--- src/rtl/skl_pkg.sv ---
// rtl/skl_pkg.sv - shared constants and FSM encoding for the block-serial Sklansky adder
package skl_pkg;

    localparam int WIDTH  = 32;
    localparam int CHUNK  = 8;
    localparam int NCHUNK = WIDTH / CHUNK;

    // Counter value of the final chunk, sized to match the 2-bit chunk counter.
    localparam logic [1:0] K_LAST = 2'(NCHUNK - 1);

    typedef enum logic [1:0] {
        ST_IDLE = 2'd0,
        ST_RUN  = 2'd1,
        ST_DONE = 2'd2
    } state_t;

endpackage

--- src/rtl/skl8.sv ---
// rtl/skl8.sv - 8-bit Sklansky parallel-prefix adder with carry-in and carry-out
module skl8 (
    input  logic [7:0] x1,
    input  logic [7:0] x2,
    input  logic       cin,
    output logic [7:0] s,
    output logic       cout
);

    logic [7:0] p_bit;
    logic [7:0] g_grp;
    logic [7:0] p_grp;

    assign p_bit = x1 ^ x2;

    // Carry-in is folded into bit 0's generate so the prefix tree yields carries directly.
    always_comb begin
        g_grp    = x1 & x2;
        p_grp    = p_bit;
        g_grp[0] = g_grp[0] | (p_grp[0] & cin);
        for (int l = 0; l < 3; l++) begin
            for (int i = 0; i < 8; i++) begin
                if (((i >> l) & 1) == 1) begin
                    int j;
                    j        = ((i >> l) << l) - 1;
                    g_grp[i] = g_grp[i] | (p_grp[i] & g_grp[j]);
                    p_grp[i] = p_grp[i] & p_grp[j];
                end
            end
        end
    end

    assign s    = p_bit ^ {g_grp[6:0], cin};
    assign cout = g_grp[7];

endmodule

--- src/rtl/skl_32_seq_8.sv ---
// rtl/skl_32_seq_8.sv - 32-bit adder reusing one skl8 over four cycles with a registered carry
module skl_32_seq_8
    import skl_pkg::*;
(
    input  logic              clk,
    input  logic              rst,
    input  logic              in_valid,
    output logic              in_ready,
    input  logic [WIDTH-1:0]  x1,
    input  logic [WIDTH-1:0]  x2,
    input  logic              cin,
    output logic              out_valid,
    input  logic              out_ready,
    output logic [WIDTH-1:0]  s,
    output logic              cout
);

    state_t             state_q, state_d;
    logic [1:0]         k_q, k_d;
    logic               carry_q, carry_d;
    logic [WIDTH-1:0]   a_q, a_d;
    logic [WIDTH-1:0]   b_q, b_d;
    logic [WIDTH-1:0]   s_q, s_d;
    logic               cout_q, cout_d;

    logic [CHUNK-1:0]   sum8;
    logic               cout8;
    logic [4:0]         base;
    logic               accept;

    assign base = {k_q, 3'b000};

    skl8 u_skl8 (
        .x1   (a_q[base +: CHUNK]),
        .x2   (b_q[base +: CHUNK]),
        .cin  (carry_q),
        .s    (sum8),
        .cout (cout8)
    );

    // The unused encoding 2'd3 behaves as IDLE, so it can always accept.
    assign in_ready  = !rst && ((state_q != ST_RUN && state_q != ST_DONE) ||
                                (state_q == ST_DONE && out_ready));
    assign accept    = in_valid && in_ready;
    assign out_valid = (state_q == ST_DONE);
    assign s         = s_q;
    assign cout      = cout_q;

    always_comb begin
        state_d = state_q;
        k_d     = k_q;
        carry_d = carry_q;
        a_d     = a_q;
        b_d     = b_q;
        s_d     = s_q;
        cout_d  = cout_q;
        case (state_q)
            ST_RUN: begin
                s_d[base +: CHUNK] = sum8;
                carry_d            = cout8;
                k_d                = k_q + 2'd1;
                if (k_q == K_LAST) begin
                    cout_d  = cout8;
                    state_d = ST_DONE;
                end
            end
            ST_DONE: begin
                if (out_ready && !in_valid) begin
                    state_d = ST_IDLE;
                end
            end
            default: begin
                state_d = state_q;
            end
        endcase
        // Acceptance overrides everything else, including a same-edge DONE handoff.
        if (accept) begin
            a_d     = x1;
            b_d     = x2;
            carry_d = cin;
            k_d     = 2'd0;
            state_d = ST_RUN;
        end
    end

    always_ff @(posedge clk) begin
        if (rst) begin
            state_q <= ST_IDLE;
            k_q     <= 2'd0;
            carry_q <= 1'b0;
            a_q     <= '0;
            b_q     <= '0;
            s_q     <= '0;
            cout_q  <= 1'b0;
        end else begin
            state_q <= state_d;
            k_q     <= k_d;
            carry_q <= carry_d;
            a_q     <= a_d;
            b_q     <= b_d;
            s_q     <= s_d;
            cout_q  <= cout_d;
        end
    end

endmodule

--- config.mk ---
export PLATFORM = sky130hd
export DESIGN_NAME = skl_32_seq_8
export DESIGN_NICKNAME = d
export VERILOG_FILES = /design/src/rtl/skl_pkg.sv /design/src/rtl/skl8.sv /design/src/rtl/skl_32_seq_8.sv
export SDC_FILE = /design/constraint.sdc
export NUM_CORES = 1
export LEC_CHECK = 0
export BUFFER_PORTS_ARGS = -buffer_cell sky130_fd_sc_hd__buf_2
export CAP_MARGIN = 30
export CORE_MARGIN = 5
export CORE_UTILIZATION = 44
export DETAILED_ROUTE_END_ITERATION = 8
export GPL_TIMING_DRIVEN = 0
export PLACE_DENSITY = 0.66
export REMOVE_ABC_BUFFERS = 1
export SLEW_MARGIN = 25
export SYNTH_ARGS = -nofsm -noshare
export SYNTH_HDL_FRONTEND = slang
export SYNTH_HIERARCHICAL = 1
export SYNTH_SLANG_ARGS = --single-unit
--- constraint.sdc ---
create_clock -name clk -period 6.11 [get_ports clk]
set_input_delay 0.3055 -clock clk [delete_from_list [all_inputs] [get_ports clk]]
set_output_delay 0.3055 -clock clk [all_outputs]
set_load 0.02 [all_outputs]
==> results.sh <==
export IMPL_drt_pre_antenna_iters=4
export IMPL_std_cell_rows=39
export IMPL_die_width_um=116.6
export IMPL_timing_critical_path_fanout_max=14
export IMPL_fin_worst_skew_ns=0.009336
export IMPL_grt_first_pass_wirelength_mm=17.64
export IMPL_yosysSeqAreaShare_pct=40.83
export IMPL_p_leak_nw=2.693
export IMPL_hold_path_class="input port to register"
export IMPL_finalNetCount=616
export IMPL_post_synth_inst_count=439
export IMPL_dpl_cell_area_sq_um=5690
export IMPL_max_cap_viol_count=0
export IMPL_layout_cells_most_common_list="sky130_fd_sc_hd__buf_2, sky130_fd_sc_hd__dfxtp_1, sky130_fd_sc_hd__nor2b_1, sky130_fd_sc_hd__mux2_4, sky130_fd_sc_hd__mux2_2"
export IMPL_routed_via_density=5.093
export IMPL_gr_usage_all_layers_pct=16.29
export IMPL_cts_buffers=9
export IMPL_layout_cells_non_filler=677
export IMPL_detailed_place_hpwl_mm=7.937
export IMPL_wirelength_mm=10.75
export IMPL_cts_tree="yes"
export IMPL_num_vias=3448
export IMPL_post_synth_num_cell_types=43
export IMPL_fillers=994
export IMPL_die_height_um=116.6
export IMPL_flow_area_growth_from_synthesis_pct=20.69
export IMPL_grt_pass1_vias=3627
export IMPL_critPathKind="register to register"
export IMPL_timing_hold_violations_final=0
export IMPL_die_area_sq_um=13600
export IMPL_max_slew_margin_rel_pct=52.76
export IMPL_cts_htree_levels=3
export IMPL_detailed_route_wire_length_per_cell_um=15.88
export IMPL_final_max_slew_viol_count=0
export IMPL_dr_first_iter_drc_count=148
export IMPL_dp_cells=661
export IMPL_stdcell_area_sq_um=6036
export IMPL_clkSinkCount=102
export IMPL_ys_dominant_reg_cell="sky130_fd_sc_hd__dfxtp_1"
export IMPL_number_of_antenna_violations_at_the_first_check_in_global_routing=0
export IMPL_ctsResizeCount=0
export IMPL_rsz0062_at_grt="no"
export IMPL_ir_worst_vdd_mv=0.2103
export IMPL_fin_setup_tns_ns=0
export IMPL_powerDensity_nw_per_um2=363.6
export IMPL_worstSkewPairLatency_ns=0.34
export IMPL_grt_start_max_net_pins=72
export IMPL_maximum_buffer_depth_of_the_clock_tree=2
export IMPL_synth_seq_cells=102
export IMPL_crit_required_ns=6.37
export IMPL_antenna_violating_nets_post_route=0
export IMPL_worstPathArrival_ns=3.89
export IMPL_timing_final_setup_violations=0
export IMPL_cts_post_setup_buffers_inserted=0
export IMPL_place_gp_congestion=0.7407
export IMPL_placeableCoreArea_sq_um=11270
export IMPL_cp_start_kind="register"
export IMPL_worst_slew_pin_transition_ns=0.7086
export IMPL_mostFrequentLayoutCell="sky130_fd_sc_hd__buf_2"
export IMPL_synth_async_reset_ratio_pct=0
export IMPL_grt_overflow_total=0
export IMPL_min_path_cells=2
export IMPL_synth_area_sq_um=5001
export IMPL_ff2ff_path_depth=12
export IMPL_ys_warn_count=6
export IMPL_cell_at_the_root_of_the_clock_tree="sky130_fd_sc_hd__clkbuf_16"
export IMPL_setup_worst_path_end_class="register"
export IMPL_antenna_diode_count=0
export IMPL_route_detailed_drc=0
export IMPL_syn_mean_instance_area_sq_um=11.39
export IMPL_ios=104
export IMPL_io_buffer_count=103
export IMPL_cts_hold_fix_buffers=0
export IMPL_min_period_ns=3.635
export IMPL_number_of_enable_flip_flop_cells_after_synthesis=0
export IMPL_post_route_period_util_pct=59.49
export IMPL_effective_utilization_at_floorplan_pct=44.37
export IMPL_fraction_of_final_layout_cells_with_drive_strength_greater_than_1_pct=40.45
export IMPL_cts_clk_slew_worst_paths_ns=0.07
export IMPL_maxClockFrequency_mhz=275.1
export IMPL_run_status="completed"
[registers in the layout, summed over array words and instances (netlist names)]
name     cells
a_q         32
b_q         32
carry_q      1
cout         1
k_q          2
s           32
state_q      2
[cell type report]
type	count	area (sq um)	share of cell area (%)
multi-input cells	292	2728	45.19
flip-flops and latches	102	2044	33.87
repair buffers	109	683.2	11.32
clock buffers	9	225.2	3.731
well taps	143	178.9	2.964
clock inverters	7	120.1	1.990
inverters	15	56.30	0.9328
[Yosys cell counts (3+ instances only)]
cell type / n / share of area (%)
sky130_fd_sc_hd__fa_1: 4 / 1.6
sky130_fd_sc_hd__a32oi_1: 16 / 2.8
sky130_fd_sc_hd__nor2_1: 18 / 1.4
sky130_fd_sc_hd__mux2_4: 39 / 12
sky130_fd_sc_hd__a211oi_1: 4 / 0.60
sky130_fd_sc_hd__nand2_1: 22 / 1.7
sky130_fd_sc_hd__clkbuf_1: 8 / 0.60
sky130_fd_sc_hd__nand4bb_1: 8 / 1.8
sky130_fd_sc_hd__mux4_2: 16 / 7.2
sky130_fd_sc_hd__mux2_2: 26 / 5.9
sky130_fd_sc_hd__nor2b_1: 67 / 8.4
sky130_fd_sc_hd__buf_2: 10 / 1.0
sky130_fd_sc_hd__buf_6: 5 / 1.1
sky130_fd_sc_hd__nand4_1: 8 / 1.0
sky130_fd_sc_hd__ha_1: 14 / 3.5
sky130_fd_sc_hd__a21o_1: 3 / 0.45
sky130_fd_sc_hd__a21oi_1: 19 / 1.9
sky130_fd_sc_hd__dfxtp_1: 102 / 41
sky130_fd_sc_hd__inv_1: 15 / 1.1
sky130_fd_sc_hd__buf_4: 5 / 0.75
[layer usage]
layer / vias up / part of all wire, % / track usage (%)
li1: 1729 / - / -
met1: 1611 / 46 / 22.44
met2: 99 / 46 / 26.39
met3: 9 / 6.6 / 3.679
met4: 0 / 1.2 / 3.440
met5: - / 0 / 0
[logic make-up after synthesis]
logic type                 after synthesis  synth area share, %
xor gates and xnor gates                 4               0.7007
buffers and inverters                   45                4.778
DFF                                    102                40.83
and+or+nand+nor                        137                16.29
muxes                                   82                24.97
AOI/OAI and AO/OA                       51                7.330
adders and majority gates               18                5.104
[per-stage QoR]
stage	hold slack, ns	setup slack [ns]	power (W)	util, %
floorplan	0.3746	2.231	0.001346	-
global placement	0.4377	1.297	0.001515	48.91
detailed placement	0.4464	2.456	0.001561	50.48
CTS	0.1780	2.423	0.002220	53.55
global route	0.1750	2.250	0.002318	53.55
finish	0.1875	2.475	0.002194	53.55
[worst max-delay path, stage by stage (launching register included)]
cell                      delay [ns]
sky130_fd_sc_hd__dfxtp_2        0.57
sky130_fd_sc_hd__buf_16         0.22
sky130_fd_sc_hd__mux4_2         0.50
sky130_fd_sc_hd__inv_1          0.09
sky130_fd_sc_hd__fa_1           0.20
sky130_fd_sc_hd__inv_1          0.06
sky130_fd_sc_hd__fa_1           0.39
sky130_fd_sc_hd__a21o_1         0.20
sky130_fd_sc_hd__a21o_1         0.19
sky130_fd_sc_hd__fa_1           0.37
sky130_fd_sc_hd__xor2_1         0.39
sky130_fd_sc_hd__nand4_1        0.16
sky130_fd_sc_hd__a21oi_1        0.20
[power by group]
group | leakage, nW | switching, W | internal [W] | total [W]
clock | 0.166 | 0.000247 | 0.000402 | 0.000650
combinational | 1.69 | 0.000351 | 0.000366 | 0.000717
sequential | 0.836 | 0.0000588 | 0.000769 | 0.000828
total | 2.69 | 0.000657 | 0.00154 | 0.00219
[final timing paths]
| path | slack [ns] | startpoint | to |
|---|---|---|---|
| setup reg to reg | 2.47 | k_q[0] | s[5] |
| hold / removal | 0.19 | x1[30] | a_q[30] |
| setup / recovery | 2.47 | k_q[0] | s[5] |
| hold reg to reg | 0.45 | s[1] | s[1] |
No activity file was read; power rests on OpenSTA's default activity.
